$ cat src/rtl/payload_match_engine.sv
// Payload match engine: step-vector matcher for a class-sequence pattern with optional "+" steps.
// Define PAYLOAD_ENGINE_POS_CAPTURE_EN to build the byte-offset counter and match_pos capture.
module payload_match_engine #(
    parameter int unsigned DEPTH = 16,
    parameter int unsigned NUM_CLASS = 32,
    localparam int unsigned CLS_W = (NUM_CLASS > 1) ? $clog2(NUM_CLASS) : 1,
    parameter logic [DEPTH*CLS_W-1:0] STEP_CLASS = '0,
    parameter logic [DEPTH-1:0] REPEAT_MASK = '0,
    parameter bit ANCHORED = 1'b1
) (
    input  logic                 clk,
    input  logic                 rst_n,
    input  logic                 en,
    input  logic                 sod,
    input  logic [NUM_CLASS-1:0] cls_hit,
    output logic                 match,
    output logic                 match_pulse,
    output logic [7:0]           match_cnt,
    output logic [15:0]          match_pos
);

    logic [DEPTH-1:0] s_q, s_d;
    logic [DEPTH-1:0] hit;
    logic [DEPTH-1:0] s_old;
    logic [DEPTH-1:0] s_new;
    logic             start;
    logic             end_hit;

    logic             match_q, match_d;
    logic             pulse_q, pulse_d;
    logic [7:0]       cnt_q, cnt_d;
    logic             base_match;
    logic [7:0]       base_cnt;

    // Steps naming a class beyond NUM_CLASS can never hit.
    always_comb begin
        hit = '0;
        for (int i = 0; i < int'(DEPTH); i++) begin
            if (32'(STEP_CLASS[i*CLS_W +: CLS_W]) < NUM_CLASS) begin
                hit[i] = cls_hit[STEP_CLASS[i*CLS_W +: CLS_W]];
            end
        end
    end

    always_comb begin
        start    = ANCHORED ? sod : 1'b1;
        s_old    = sod ? '0 : s_q;
        s_new    = '0;
        s_new[0] = hit[0] & (start | (REPEAT_MASK[0] & s_old[0]));
        for (int i = 1; i < int'(DEPTH); i++) begin
            s_new[i] = hit[i] & (s_old[i-1] | (REPEAT_MASK[i] & s_old[i]));
        end
        end_hit = en & s_new[DEPTH-1];
        s_d     = en ? s_new : s_q;
    end

    // An sod byte clears the sticky results before its own evaluation.
    always_comb begin
        base_match = sod ? 1'b0 : match_q;
        base_cnt   = sod ? 8'd0 : cnt_q;
        match_d    = match_q;
        cnt_d      = cnt_q;
        pulse_d    = 1'b0;
        if (en) begin
            match_d = base_match | end_hit;
            pulse_d = end_hit & ~base_match;
            cnt_d   = base_cnt;
            if (end_hit && base_cnt != 8'hFF) begin
                cnt_d = base_cnt + 8'd1;
            end
        end
    end

    always_ff @(posedge clk) begin
        if (!rst_n) begin
            s_q     <= '0;
            match_q <= 1'b0;
            pulse_q <= 1'b0;
            cnt_q   <= 8'd0;
        end else begin
            s_q     <= s_d;
            match_q <= match_d;
            pulse_q <= pulse_d;
            cnt_q   <= cnt_d;
        end
    end

`ifdef PAYLOAD_ENGINE_POS_CAPTURE_EN
    logic [15:0] off_q, off_d;
    logic [15:0] pos_q, pos_d;
    logic [15:0] cur_off;
    logic [15:0] base_pos;

    // off_q holds the offset the next accepted byte will carry.
    always_comb begin
        cur_off  = sod ? 16'd0 : off_q;
        base_pos = sod ? 16'd0 : pos_q;
        off_d    = off_q;
        pos_d    = pos_q;
        if (en) begin
            off_d = (cur_off == 16'hFFFF) ? cur_off : cur_off + 16'd1;
            pos_d = (end_hit && !base_match) ? cur_off : base_pos;
        end
    end

    always_ff @(posedge clk) begin
        if (!rst_n) begin
            off_q <= 16'd0;
            pos_q <= 16'd0;
        end else begin
            off_q <= off_d;
            pos_q <= pos_d;
        end
    end

    assign match_pos = pos_q;
`else
    assign match_pos = 16'd0;
`endif

    assign match       = match_q;
    assign match_pulse = pulse_q;
    assign match_cnt   = cnt_q;

endmodule

$ cat config.mk
export PLATFORM = sky130hd
export DESIGN_NAME = payload_match_engine
export DESIGN_NICKNAME = d
export VERILOG_FILES = /design/src/rtl/payload_match_engine.sv
export SDC_FILE = /design/constraint.sdc
export NUM_CORES = 1
export LEC_CHECK = 0
export BUFFER_PORTS_ARGS = -buffer_cell sky130_fd_sc_hd__buf_2
export CORE_ASPECT_RATIO = 1.25
export CORE_MARGIN = 4
export CORE_UTILIZATION = 44
export CTS_CLUSTER_DIAMETER = 120
export DETAILED_ROUTE_END_ITERATION = 6
export GPL_TIMING_DRIVEN = 0
export PLACE_DENSITY = 0.75
export RECOVER_POWER = 50
export SYNTH_ARGS = -nofsm -noshare
export SYNTH_HDL_FRONTEND = slang
export SYNTH_SLANG_ARGS = --single-unit
$ cat constraint.sdc
create_clock -name clk -period 1.65 [get_ports clk]
set_input_delay 0.33 -clock clk [delete_from_list [all_inputs] [get_ports clk]]
set_output_delay 0.33 -clock clk [all_outputs]
set_load 0.01 [all_outputs]
Word level (Yosys, flattened, before mapping)

Cells that the tools add are included.

Register bits after elaboration: 25
Bits of input ports: 36

Add/sub/neg operators: 1
Equal/unequal tests: 1
Muxes and demuxes: 4
Bitwise logic cells: 20
Reduce and logical (&&, ||, !) cells: 2

Operator list:

| cell                                          | number |
|---|---|
| bitwise AND 1 bit                             | 18 |
| 2-to-1 mux 8 bit                              | 2 |
| 2-to-1 mux 15 bit                             | 1 |
| adder 8 x 1 -> 8 bit (second input constant)  | 1 |
| inequality test 8 bit (second input constant) | 1 |
| AND reduction 2 bit                           | 1 |
| logical AND 1 bit                             | 1 |
| 2-to-1 mux 1 bit                              | 1 |
| NOT 1 bit                                     | 1 |
| OR 1 bit                                      | 1 |

Depth between registers and ports, before layout

Depth after elaboration: 5
Mapped depth: 6

Least setup slack after synthesis

Ideal clock, no wire load.

Path type: reg-to-reg
Start point: register cnt_q[0] (netlist: match_cnt[0])
End point: register cnt_q[3] (netlist: match_cnt[3])
Setup time: 0.119 ns
Arrival time: 1.205 ns
Data required time: 1.531 ns
Setup slack: 0.326 ns
Stages on the path, launching flop included: 5
Path buffers: 0
Clock period less this slack: 1.324 ns
Cells stage by stage: dfxtp_1 nand3b_1 nor2_1 a31oi_1 o221a_2

Cells in the longest elaborated chain, start to end: 4
Elaborated cells between the ends (all ways): 5
Those cells by class: add/sub (1); eq/ne (1); mux (2); reduce/logical (1)

Ends and longest elaborated chain:

| item                                                                         | line | RTL |
|---|---|---|
| start, declared                                                              | 31   | `logic [7:0] cnt_q, cnt_d;` |
| start signal, assigned                                                       | 84   | `cnt_q <= cnt_d;` |
| 2-to-1 mux 8 bit (*)                                                         | 60   | `base_cnt = sod ? 8'd0 : cnt_q;` |
| parallel branches: the longest is 2 deep, another holds adder 8 x 1 -> 8 bit | -    |  |
| 2-to-1 mux 8 bit (*)                                                         | 68   | `if (end_hit && base_cnt != 8'hFF) begin` |

Every way passes the cells marked *.
A chain may end at the register's enable or synchronous reset.

Worst setup path in the final report

Same ends and word-level chain as after synthesis.

==> summary.md <==
| Metric | Value |
|---|---|
| Critical Path Slowest Stage Cell | dfxtp_1 |
| Worst Path Required | 1.88 ns |
| Internal power | 0.7356 mW |
| Post-synth cell types | 32 |
| Seq pwr share | 61.6% |
| Total track usage | 14.78% |
| Core Area | 2527 um2 |
| Initial Util | 47.72% |
| Drt total wl | 2445 um |
| Final setup fails | 0 |
| N_diodes | 0 |
| Commonest non-fill, non-tap cell in the layout | dfxtp_1 |
| Final period util | 89.02% |
| Switch share | 25.11% |
| Combinational Power Share | 9.5% |
| Vias per Instance | 4.871 |
| Count of final hold-check violations | 0 |
| Slew Viols, Final | 0 |
| Static leakage | 0.5973 nW |
| Hold Crit Class | in2reg |
| Mapped Cells | 144 |
| CTS buffer count | 3 |
| First-pass GRT wire length | 4022 um |
| First-pass iteration count of the detailed router | 4 |
| Largest cells by area after synthesis | dfxtp_1 41%, buf_4 10%, a21oi_1 7.5%, nor2b_1 7.3%, nor2_1 6.2% |
| Remaining global-route overflow | 0 |
| Max clock buf depth | 2 |
| CP Class | reg2reg |
| CTS Root Cell | clkbuf_4 |
| Switching component of the power | 0.2466 mW |
| Finished Layout Cells | 209 |
| Ys Warns | 0 |
| Clock Latency Late Sink | 0.33 ns |
| H-tree lvl count | 1 |
| Final Skew | 0.01152 ns |
| Placed cell count | 205 |
| Startpoint types | register |
| # rows | 20 |
| Number of synthesized register bits | 25 |
| Drt drc | 0 |
| Crit-path max FO | 7 |
| Starting DRT DRC Count | 38 |
| Yosys top cell area share | 41.49% |
| Post-CTS Repair Setup Buffers | 0 |
| Worst vdd ir | 0.3973 mV |
| WL/cell | 11.70 um |
| # hold bufs at CTS | 0 |
| Layout Nets | 213 |
| Max Freq | 680.8 MHz |
| Total power | 0.9822 mW |
| Routability cong. | 0.7438 |
| Run status | finished, final reports clean |
| Largest net degree at the start of global routing | 16 |
| Remaining antenna violation count | 0 |
| Initial antenna violation count | 0 |
| Full die area | 3648 um2 |
| Mean Syn Cell Area | 8.376 um2 |
| CTS resizes | 0 |
| Clock Power Share | 28.8% |
| CTS tree | built |
| RSZ-0062 raised after global routing | false |
| Commonest cells after routing, fill and taps aside | 25 x dfxtp_1, 20 x nor2_1, 18 x a21oi_1, 16 x buf_4, 16 x conb_1 |
| Clock transition at the registers of the reported paths | 0.13 ns |
| Final TNS setup | 0 ns |
| Arr. time, crit path | 1.70 ns |
| Vias in the first global route | 972 |
| Clk sinks | 25 |
| Via count | 1,018 |
| Leading area contributor after synthesis | dfxtp_1 |
| Worst Setup End Kind | register |
| CP max stage delay | 0.44 ns |
| Post-DP HPWL | 1854 um |
| Layout area overhead | 14.52% |
| Post-Synthesis Cell Area | 1206 um2 |
| # Max-Cap Violations | 0 |
| Pwr Density | 711.0 nW/um2 |
| Port Buf Inserts | 13 |
| IO Pins | 62 |
| Layout cells sized above 1 | 21.02% |
| Die Span X | 54.83 um |
| Vert. Die Dim | 66.54 um |
| Cells along the critical path | nand3b_1, nor2_1, a31oi_1, o221a_2 |
| Part of the Yosys area used for sequential elements | 41.49% |
| Tmin final | 1.469 ns |
[state kept, by name (all words and copies together) (netlist names)]
signal / flops
match: 1
match_cnt: 8
match_pulse: 1
s_q: 15
[path summary, 6_finish.rpt]
check / from / endpoint / slack [ns] / cells after the start
max reg2reg: match_cnt[0] / match_cnt[3] / 0.18 / 4
min reg2reg: match / match / 0.48 / 2
min: rst_n / match_cnt[1] / 0.28 / 2
max: match_cnt[0] / match_cnt[3] / 0.18 / 4
[cells in the mapped netlist, drive strengths merged]
cell type	instances
o21a	1
a211oi	2
and3b	2
conb	1
clkbuf	3
nor2	20
buf	19
a21o	1
nor4	2
a31oi	5
a41o	1
nand4bb	1
nand3	3
nand4b	1
inv	2
xor2	1
and3	2
dfxtp	25
a21oi	18
clkinv	1
o221a	1
and4b	1
nand2b	3
nor2b	14
nand2	10
o21ai	2
nor3	1
nand3b	1
[layout make-up]
cell class                 count  area, um2
buffer                        22      150.1
clock buffer                   3      22.52
clock inverter                 1      7.507
fill                         243       1146
inverter                       3      11.26
multi-input combinational    109      583.1
sequential                    25      500.5
tap                           33      41.29
timing repair buffer          13      65.06
[worst max-delay path: cells and delay by family (launching register included)]
kind,cells,cell delay (ns)
AO/OA/AOI/OAI,2,0.42
AND/OR/NAND/NOR,2,0.52
flip-flops,1,0.44
[logic make-up after synthesis]
kind of cell,count (synthesis),share of synthesized area (%)
xor+xnor,1,0.7263
simple gates,61,28.22
flops,25,41.49
buf+inv,25,13.59
other cells,1,0.3109
compound gates,31,15.66
[per-stage QoR]
| step | util, % | instance area, um2 | setup WS [ns] | hold WS [ns] |
|---|---|---|---|---|
| after floorplan | - | 1262 | 0.3263 | 0.4467 |
| after global routing | 54.65 | 1381 | 0.07844 | 0.2866 |
| after detailed placement | 54.16 | 1369 | 0.1184 | 0.4644 |
| after CTS | 55.35 | 1399 | 0.1886 | 0.2651 |
| final | 54.65 | 1381 | 0.1812 | 0.2827 |
| after global placement | 54.16 | 1369 | 0.1543 | 0.4543 |
[per-layer routing]
metal | up-vias | track usage, % | wire, um
li1 | 522 | - | -
met1 | 463 | 17.06 | 1015
met2 | 28 | 25.89 | 1258
met3 | 5 | 2.013 | 123
met4 | 0 | 6.542 | 47
met5 | - | 0 | 0
[power by group through the flow]
stage	sequential, mW	clock [mW]	combinational, mW
after floorplan	0.618	0	0.0763
after global routing	0.606	0.312	0.103
after detailed placement	0.619	0	0.0945
after global placement	0.619	0	0.0926
after CTS	0.606	0.296	0.0944
final	0.605	0.283	0.0934
(Power assumes the default switching activity.)
